===== config.mk =====
export PLATFORM = sky130hd
export DESIGN_NAME = leadingone_detector_pipe
export DESIGN_NICKNAME = d
export VERILOG_FILES = /design/src/rtl/sd4_mac_pkg.sv /design/src/rtl/lod_group.sv /design/src/rtl/leadingone_detector_pipe.sv
export SDC_FILE = /design/constraint.sdc
export NUM_CORES = 1
export LEC_CHECK = 0
export BUFFER_PORTS_ARGS = -buffer_cell sky130_fd_sc_hd__buf_4
export CORE_ASPECT_RATIO = 1.2
export CORE_MARGIN = 2
export CORE_UTILIZATION = 53
export CTS_CLUSTER_DIAMETER = 50
export DETAILED_ROUTE_END_ITERATION = 12
export PLACE_DENSITY_LB_ADDON = 0.1
export SYNTH_ARGS = -nofsm -noshare
export SYNTH_HDL_FRONTEND = slang
export SYNTH_SLANG_ARGS = --single-unit

===== constraint.sdc =====
create_clock -name clk -period 3.2 [get_ports clk]
set_input_delay 0.32 -clock clk [delete_from_list [all_inputs] [get_ports clk]]
set_output_delay 0.32 -clock clk [all_outputs]
set_load 0.01 [all_outputs]

===== src/rtl/sd4_mac_pkg.sv =====
// Shared constants and types for the SD4_MAC accumulator / requantiser path.
package sd4_mac_pkg;

  localparam int SUM_W     = 20;
  localparam int LOD_GROUP = 4;

  // Ceiling log2, usable in constant expressions; clog2_f(1) = 0.
  function automatic int clog2_f(input int n);
    int r;
    r = 0;
    for (int v = n - 1; v > 0; v = v >> 1) r++;
    return r;
  endfunction

  localparam int LOD_IDX_W = clog2_f(SUM_W);

  typedef struct packed {
    logic [LOD_IDX_W-1:0] idx;
    logic                 zero;
    logic                 neg;
    logic [SUM_W-1:0]     norm;
  } lod_result_t;

endpackage


===== src/rtl/lod_group.sv =====
// Combinational leading-one finder for one G-bit group: any-one flag and MSB-priority index.
module lod_group
  import sd4_mac_pkg::*;
#(
  parameter  int G     = 4,
  localparam int LOC_W = (G > 1) ? clog2_f(G) : 1
) (
  input  logic [G-1:0]     grp,
  output logic             nz,
  output logic [LOC_W-1:0] loc
);

  // NOTE: every output gets a default before the loop so no latch is inferred.
  always_comb begin
    nz  = |grp;
    loc = '0;
    for (int i = 0; i < G; i++) begin
      if (grp[i]) loc = LOC_W'(i);
    end
  end

endmodule


===== src/rtl/leadingone_detector_pipe.sv =====
// Two-stage leading-one detector and normaliser with a stall-propagating valid/ready pipeline.
module leadingone_detector_pipe
  import sd4_mac_pkg::*;
#(
  parameter  int W     = SUM_W,
  parameter  int G     = LOD_GROUP,
  localparam int IDX_W = clog2_f(W)
) (
  input  logic             clk,
  input  logic             rst_n,
  input  logic             in_valid,
  output logic             in_ready,
  input  logic [W-1:0]     in_sum,
  input  logic             in_signed,
  output logic             out_valid,
  input  logic             out_ready,
  output logic [IDX_W-1:0] out_idx,
  output logic             out_zero,
  output logic             out_neg,
  output logic [W-1:0]     out_norm
);

  localparam int NG    = (W + G - 1) / G;
  localparam int PW    = NG * G;
  localparam int LOC_W = (G > 1) ? clog2_f(G) : 1;

  logic s1_valid;
  logic s1_adv;
  logic s2_adv;

  assign s2_adv   = !out_valid || out_ready;
  assign s1_adv   = !s1_valid || s2_adv;
  assign in_ready = s1_adv;

  // ---------------- Stage 1: sign, magnitude, per-group search ----------------
  logic                       neg_d;
  logic [W-1:0]               mag_d;
  logic [PW-1:0]              mag_pad;
  logic [NG-1:0]              nz_d;
  logic [NG-1:0][LOC_W-1:0]   loc_d;

  assign neg_d = in_signed & in_sum[W-1];
  // The most-negative input wraps to 2^(W-1), which is exactly its magnitude.
  assign mag_d = neg_d ? (~in_sum + W'(1)) : in_sum;

  always_comb begin
    mag_pad         = '0;
    mag_pad[W-1:0]  = mag_d;
  end

  for (genvar k = 0; k < NG; k++) begin : g_grp
    lod_group #(.G(G)) u_lod_group (
      .grp (mag_pad[k*G +: G]),
      .nz  (nz_d[k]),
      .loc (loc_d[k])
    );
  end

  logic [W-1:0]             s1_mag;
  logic                     s1_neg;
  logic [NG-1:0]            s1_nz;
  logic [NG-1:0][LOC_W-1:0] s1_loc;

  // NOTE: sequential state is always assigned with <= so every register samples pre-edge values.
  always_ff @(posedge clk or negedge rst_n) begin
    if (!rst_n) begin
      s1_valid <= 1'b0;
    end else if (s1_adv) begin
      s1_valid <= in_valid;
    end
  end

  // NOTE: the payload has no reset; it is only ever consumed while s1_valid is set.
  always_ff @(posedge clk) begin
    if (s1_adv && in_valid) begin
      s1_mag <= mag_d;
      s1_neg <= neg_d;
      s1_nz  <= nz_d;
      s1_loc <= loc_d;
    end
  end

  // ---------------- Stage 2: group select and normalising shift ----------------
  logic             found;
  logic [IDX_W-1:0] sel_idx;
  logic [W-1:0]     norm_d;

  always_comb begin
    found   = 1'b0;
    sel_idx = '0;
    for (int k = 0; k < NG; k++) begin
      if (s1_nz[k]) begin
        found   = 1'b1;
        sel_idx = IDX_W'(k * G) + IDX_W'(s1_loc[k]);
      end
    end
    norm_d = found ? (s1_mag << (IDX_W'(W - 1) - sel_idx)) : '0;
  end

  always_ff @(posedge clk or negedge rst_n) begin
    if (!rst_n) begin
      out_valid <= 1'b0;
      out_idx   <= '0;
      out_zero  <= 1'b0;
      out_neg   <= 1'b0;
      out_norm  <= '0;
    end else if (s2_adv) begin
      out_valid <= s1_valid;
      if (s1_valid) begin
        out_idx  <= sel_idx;
        out_zero <= !found;
        out_neg  <= s1_neg & found;
        out_norm <= norm_d;
      end
    end
  end

endmodule


; After elaboration in Yosys (flattened, before gate mapping)
; Index checks and enable logic that the tools add are counted.
[totals]
register_bits = 65
in_bits = 25
out_inout_bits = 29
word_cells = 68
[classes]
addsub = 6
shifts = 1
muxes = 22
n_bitwise = 3
n_reduce_logical = 17
[ops]
columns = cell, count
row1 = $mux 20, 2
row2 = $add 20x1->20 const B, 1
row3 = $mux 5, 4
row4 = $not 20->20, 1
row5 = $reduce_or 4->1, 5
row6 = $shl 20x5->20, 1
row7 = $mux 1, 15
row8 = $add 4x2->5 const A, 2
row9 = $reduce_or 2->1, 5
row10 = $add 5x2->5 const A, 1
row11 = $sub 5x5->5 const A, 1
row12 = $add 3x2->4 const A, 1
row13 = $logic_not 1->1, 3
row14 = $and 1x1->1, 2
row15 = $logic_or 1x1->1, 2
row16 = $mux 2, 1
row17 = $reduce_and 2->1, 1
row18 = $logic_and 1x1->1, 1

; Depth between registers and ports, before layout
[logic_depth]
ltp_word = 8
depth_mapped = 12
mapped_depth_nobuf = 10

; Modules after synthesis
; Synthesis repeated with hierarchy kept, for this count alone.
[unflattened]
hier_cells = 319
hier_area_um2 = 3627.2
[modules_own_cells]
columns = mod, n_inst, cells_each, area_each_um2, seq_area_each_um2
row1 = leadingone_detector_pipe, 1, 299, 3508.4, 1806.7
row2 = lod_group, 5, 4, 23.8, 0.0

; Worst setup path after synthesis
; No wires, ideal clock.
[synth_timing]
kind = register to register
start = reg s1_nz[4]
end = reg out_norm[13]
setup_ps = 87
t_arrival_ps = 2686
t_required_ps = 3113
setup_slack_ps = 428
stages_incl_launch_ff = 12
n_path_buf = 3
path_cell_list = edfxtp_1 -> clkbuf_1 -> o21ba_2 -> clkbuf_1 -> inv_1 -> clkbuf_1 -> ha_1 -> xnor2_1 -> nand4_1 -> nor3_1 -> a22oi_1 -> o211ai_1
[synth_via]
elab_chain_len = 4
elab_cells_between_ends = 5
cone_classes = add/sub: 1 / shift: 1 / mux: 3
[synth_rtl]
columns = item, line_no
row1 = start: declaration, leadingone_detector_pipe.sv:61  ; logic [NG-1:0] s1_nz;
row2 = start signal: assignment, leadingone_detector_pipe.sv:78  ; s1_nz <= nz_d;
row3 = $mux 5, leadingone_detector_pipe.sv:92  ; if (s1_nz[k]) begin
row4 = $sub 5x5->5, leadingone_detector_pipe.sv:97  ; norm_d = found ? (s1_mag << (IDX_W'(W - 1) - sel_idx)) : '0;
row5 = $shl 20x5->20, leadingone_detector_pipe.sv:97
row6 = $mux 20 *, leadingone_detector_pipe.sv:97
row7 = end signal: assignment, leadingone_detector_pipe.sv:113  ; out_norm <= norm_d;
row8 = end: declaration, leadingone_detector_pipe.sv:20  ; output logic [W-1:0] out_norm
; Every way passes the cells marked *; elsewhere a longest branch is shown, timed or not.
; A chain may end at the register's enable or synchronous reset.

; Worst setup path in the final report
[layout_timing]
start = reg s1_nz[4]
end = reg out_norm[17]
; The elaborated chain is that of the path after synthesis.

==> results_dict.tcl <==
set metrics [dict create \
    status "finished, final reports clean" \
    detail_route.wl_per_cell_um 16.0 \
    setup_viol 0 \
    crit_path_start "s1_nz[4]$_DFFE_PP_" \
    clockBufferDepth 2 \
    timing.hold.worst_path_depth 2 \
    die_w_um 79.4 \
    ir_drop_mv 0.245 \
    core_region_area_mm2 0.00673 \
    worstRegToRegCells 6 \
    max_freq_mhz 347 \
    power_frac_clock_pct 27.8 \
    seq_area_frac_synth_pct 49.9 \
    design.portCount 54 \
    path_clk_slew_ps 60 \
    layout-drive-gt1-share_pct 21.6 \
    worst_slew_pin_slew_ps 671 \
    postSynthRegisterBits 65 \
    syn_nets 370 \
    cts_post_setup_buffers_inserted 0 \
    share_of_total_power_consumed_by_net_switching_pct 28.7 \
    postSynth.asyncResetShare_pct 44.6 \
    dr.pass1.iters 6 \
    cts.sink_count 65 \
    ff_latch_area_mm2 0.00181 \
    grt_max_degree 37 \
    avgViaCountPerCell 5.89 \
    worst_slew_margin_rel_pct 55.3 \
    pwr-share-seq_pct 47.2 \
    ys_types 52 \
    rows 33 \
    power.total_mw 2.25 \
    grt_setup_unrepaired "false" \
    endpoint_worst_hold "s1_valid$_DFFE_PN0N_" \
    worstReg2RegStart "s1_nz[4]$_DFFE_PP_" \
    hpwl_um 6070 \
    routed-via-count 2914 \
    critical_path.endpoint_type "flip-flop" \
    cts_tree "built" \
    power_switching_uw 644 \
    postSynthCellCount 343 \
    timing_worst_setup_path_type "flip-flop to flip-flop" \
    holdBufCountCts 1 \
    first_iter_violations 294 \
    initial_core_util_pct 53.7 \
    cts_inserted_buffers 9 \
    leakage_nw 1.82 \
    global_route_congestion_overflow_total 0 \
    die_h_um 94.5 \
    worst-r2r-setup-slack_ps 320 \
    synth_ff_type "sky130_fd_sc_hd__edfxtp_1" \
    comb_power_share_pct 25.0 \
    groute.usage.overall_pct 22.8 \
    final_hold_viol_count 0 \
    finClkSkew_ps 6.28 \
    cts.htree.levels 3 \
    layout.filler_cells 585 \
    post_cts_resized 0 \
    multi_input_area_mm2 0.00169 \
    gp_congestion 0.985 \
    power_per_cell_area_mw_per_mm2 519 \
    antenna_cells 0 \
    port_buffers 53 \
    number_of_enable_type_register_cells_in_the_synthesized_netlist 36 \
    ant_nets 0 \
    worstHoldPathType "input pin to flip-flop" \
    drc 0 \
    grt_pass1_wl_um 12900 \
    dieArea_mm2 0.00750 \
    worst_ep_arrival_time_ps 3120 \
    cp_max_fo 12 \
    synth.avg_cell_area_um2 10.5 \
    cts.root.buffer_cell "sky130_fd_sc_hd__clkbuf_8" \
    period_needed_ps 2880 \
    synthesis.yosys.warnings 0 \
    timing.max_cap.violations 0 \
    final_nets 431 \
    worst_hold_startpoint "in_valid" \
    critical_path.reg2reg.endpoint "out_norm[17]$_DFFE_PN0P_" \
    postRouteWirelength_um 7920 \
    worst_ep_required_time_ps 3430 \
    area_delta_synth_final_pct 19.6 \
    maxSlewViolCount 0 \
    syn-cell-area_mm2 0.00362 \
    period_share_pct 90.2 \
    worst_setup_path_start_kind "flip-flop" \
    via_count_of_the_first_global_routing_pass 2752 \
    p_int_mw 1.60 \
    worstSkewPairLatency_ps 340 \
    setup_total_negative_slack_ps 0 \
    number_of_antenna_violations_at_the_first_check_in_global_routing 0 \
]
-- power by group through the flow --
stage / combinational, mW / sequential, mW / clock, mW
after CTS: 0.560 / 1.06 / 0.639
final: 0.562 / 1.06 / 0.623
after global placement: 0.551 / 1.08 / 0
after global routing: 0.619 / 1.07 / 0.672
after detailed placement: 0.558 / 1.08 / 0
after floorplan: 0.303 / 1.09 / 0
-- cell usage in the layout, fill, tap and decap left out, types with 3 or more instances in the layout --
master and n:
sky130_fd_sc_hd__a21oi_1 7, sky130_fd_sc_hd__edfxtp_1 36, sky130_fd_sc_hd__xor2_1 11, sky130_fd_sc_hd__nor3_1 7, sky130_fd_sc_hd__a221oi_1 6, sky130_fd_sc_hd__xnor2_1 8
sky130_fd_sc_hd__nor2_1 21, sky130_fd_sc_hd__a31oi_1 3, sky130_fd_sc_hd__buf_4 63, sky130_fd_sc_hd__dfrtp_1 29, sky130_fd_sc_hd__mux2i_1 30, sky130_fd_sc_hd__nand2b_1 9
sky130_fd_sc_hd__nand4_1 3, sky130_fd_sc_hd__nand3_1 12, sky130_fd_sc_hd__nand3b_1 4, sky130_fd_sc_hd__clkbuf_8 9, sky130_fd_sc_hd__and3_1 3, sky130_fd_sc_hd__nor4_1 4
sky130_fd_sc_hd__nand2_1 32, sky130_fd_sc_hd__mux4_2 3, sky130_fd_sc_hd__a22o_1 4, sky130_fd_sc_hd__or3_1 5, sky130_fd_sc_hd__nor2b_1 4, sky130_fd_sc_hd__o21ai_0 24
sky130_fd_sc_hd__o211ai_1 3, sky130_fd_sc_hd__clkinv_1 4, sky130_fd_sc_hd__inv_1 16, sky130_fd_sc_hd__a22oi_1 12
-- cells by family (layout without fill, tap and decap cells) --
group / Yosys count / in the layout / share of synthesized area, %
xor gates and xnor gates: 19 / 19 / 4.60
adders and majority gates: 2 / 2 / 0.692
and+or+nand+nor: 117 / 117 / 16.7
AOI/OAI and AO/OA: 75 / 75 / 14.0
buffers and inverters: 30 / 95 / 3.25
DFF: 65 / 65 / 49.9
muxes: 35 / 35 / 10.8
-- worst max-delay path by stage --
stage                                    end  slack [ps]  depth (start not counted)
floorplan           out_norm[13]$_DFFE_PN0P_         430                         11
global placement    out_norm[17]$_DFFE_PN0P_         460                          6
detailed placement  out_norm[17]$_DFFE_PN0P_         360                          6
CTS                 out_norm[17]$_DFFE_PN0P_         360                          6
global route        out_norm[14]$_DFFE_PN0P_         250                          9
finish              out_norm[17]$_DFFE_PN0P_         320                          6
-- registers in the layout, indices dropped and copies added (netlist names) --
signal     flops
out_norm      20
s1_mag        20
s1_loc        10
out_idx        5
s1_nz          5
out_neg        1
out_valid      1
out_zero       1
s1_neg         1
s1_valid       1
-- routing by layer --
metal | vias up | share of wire (%) | track usage [%]
met4 | 0 | 3.3 | 10.1
met2 | 125 | 51 | 38.2
li1 | 1390 | - | -
met5 | - | 0 | 0
met1 | 1371 | 40 | 27.4
met3 | 28 | 6.3 | 6.21
-- worst max-delay path: stages (launching register included) --
cell	delay [ps]
sky130_fd_sc_hd__edfxtp_1	560
sky130_fd_sc_hd__a221o_1	370
sky130_fd_sc_hd__o21ai_2	570
sky130_fd_sc_hd__mux2i_1	280
sky130_fd_sc_hd__mux4_2	540
sky130_fd_sc_hd__nand2b_1	160
sky130_fd_sc_hd__a221oi_1	290
-- layout make-up --
type / instances / area share (%)
Clock buffer: 9 / 2.86
Clock inverter: 6 / 1.16
Inverter: 16 / 1.39
Multi-Input combinational cell: 248 / 39.1
Sequential cell: 65 / 41.8
Tap cell: 87 / 2.52
Timing Repair Buffer: 64 / 11.2
-- metrics by stage --
stage	hold WS [ps]	utilization (%)	area [um2]	instances	worst slack, ps
2_1_floorplan	24.4	-	3620	343	428
3_3_place_gp	257	61.5	4140	479	457
3_5_place_dp	257	61.5	4140	479	359
4_1_cts	160	64.3	4330	495	360
5_1_grt	177	64.3	4330	495	247
6_report	173	64.3	4330	495	315
-- cells in the mapped netlist (2+ instances only) --
library cell,number,area [um2]
sky130_fd_sc_hd__a221oi_1,6,52.6
sky130_fd_sc_hd__a211oi_1,2,15.0
sky130_fd_sc_hd__a22oi_1,12,90.1
sky130_fd_sc_hd__a21oi_1,7,35.0
sky130_fd_sc_hd__nand2b_1,9,56.3
sky130_fd_sc_hd__nor3_1,7,35.0
sky130_fd_sc_hd__o21ai_2,2,17.5
sky130_fd_sc_hd__a22o_1,4,35.0
sky130_fd_sc_hd__or3_1,5,31.3
sky130_fd_sc_hd__xor2_1,11,96.3
sky130_fd_sc_hd__and2_1,2,12.5
sky130_fd_sc_hd__o31ai_1,2,15.0
sky130_fd_sc_hd__o211ai_1,3,22.5
sky130_fd_sc_hd__mux2i_1,30,300
sky130_fd_sc_hd__or2_2,2,12.5
sky130_fd_sc_hd__nand2_1,32,120
sky130_fd_sc_hd__mux4_2,3,67.6
sky130_fd_sc_hd__nand4_1,3,18.8
sky130_fd_sc_hd__or4_4,2,22.5
sky130_fd_sc_hd__dfrtp_1,29,726
sky130_fd_sc_hd__inv_1,16,60.1
sky130_fd_sc_hd__nor4_1,4,25.0
sky130_fd_sc_hd__edfxtp_1,36,1080
sky130_fd_sc_hd__xnor2_1,8,70.1
sky130_fd_sc_hd__nor2_1,21,78.8
sky130_fd_sc_hd__nand3_1,12,60.1
sky130_fd_sc_hd__nand3b_1,4,30.0
sky130_fd_sc_hd__o21ai_0,24,120
sky130_fd_sc_hd__and3_1,3,18.8
sky130_fd_sc_hd__a31oi_1,3,18.8
sky130_fd_sc_hd__mux2_2,2,22.5
sky130_fd_sc_hd__clkbuf_1,12,45.0
sky130_fd_sc_hd__ha_1,2,25.0
sky130_fd_sc_hd__nor3b_1,2,15.0
sky130_fd_sc_hd__nor2b_1,4,25.0
(Power assumes the default switching activity.)
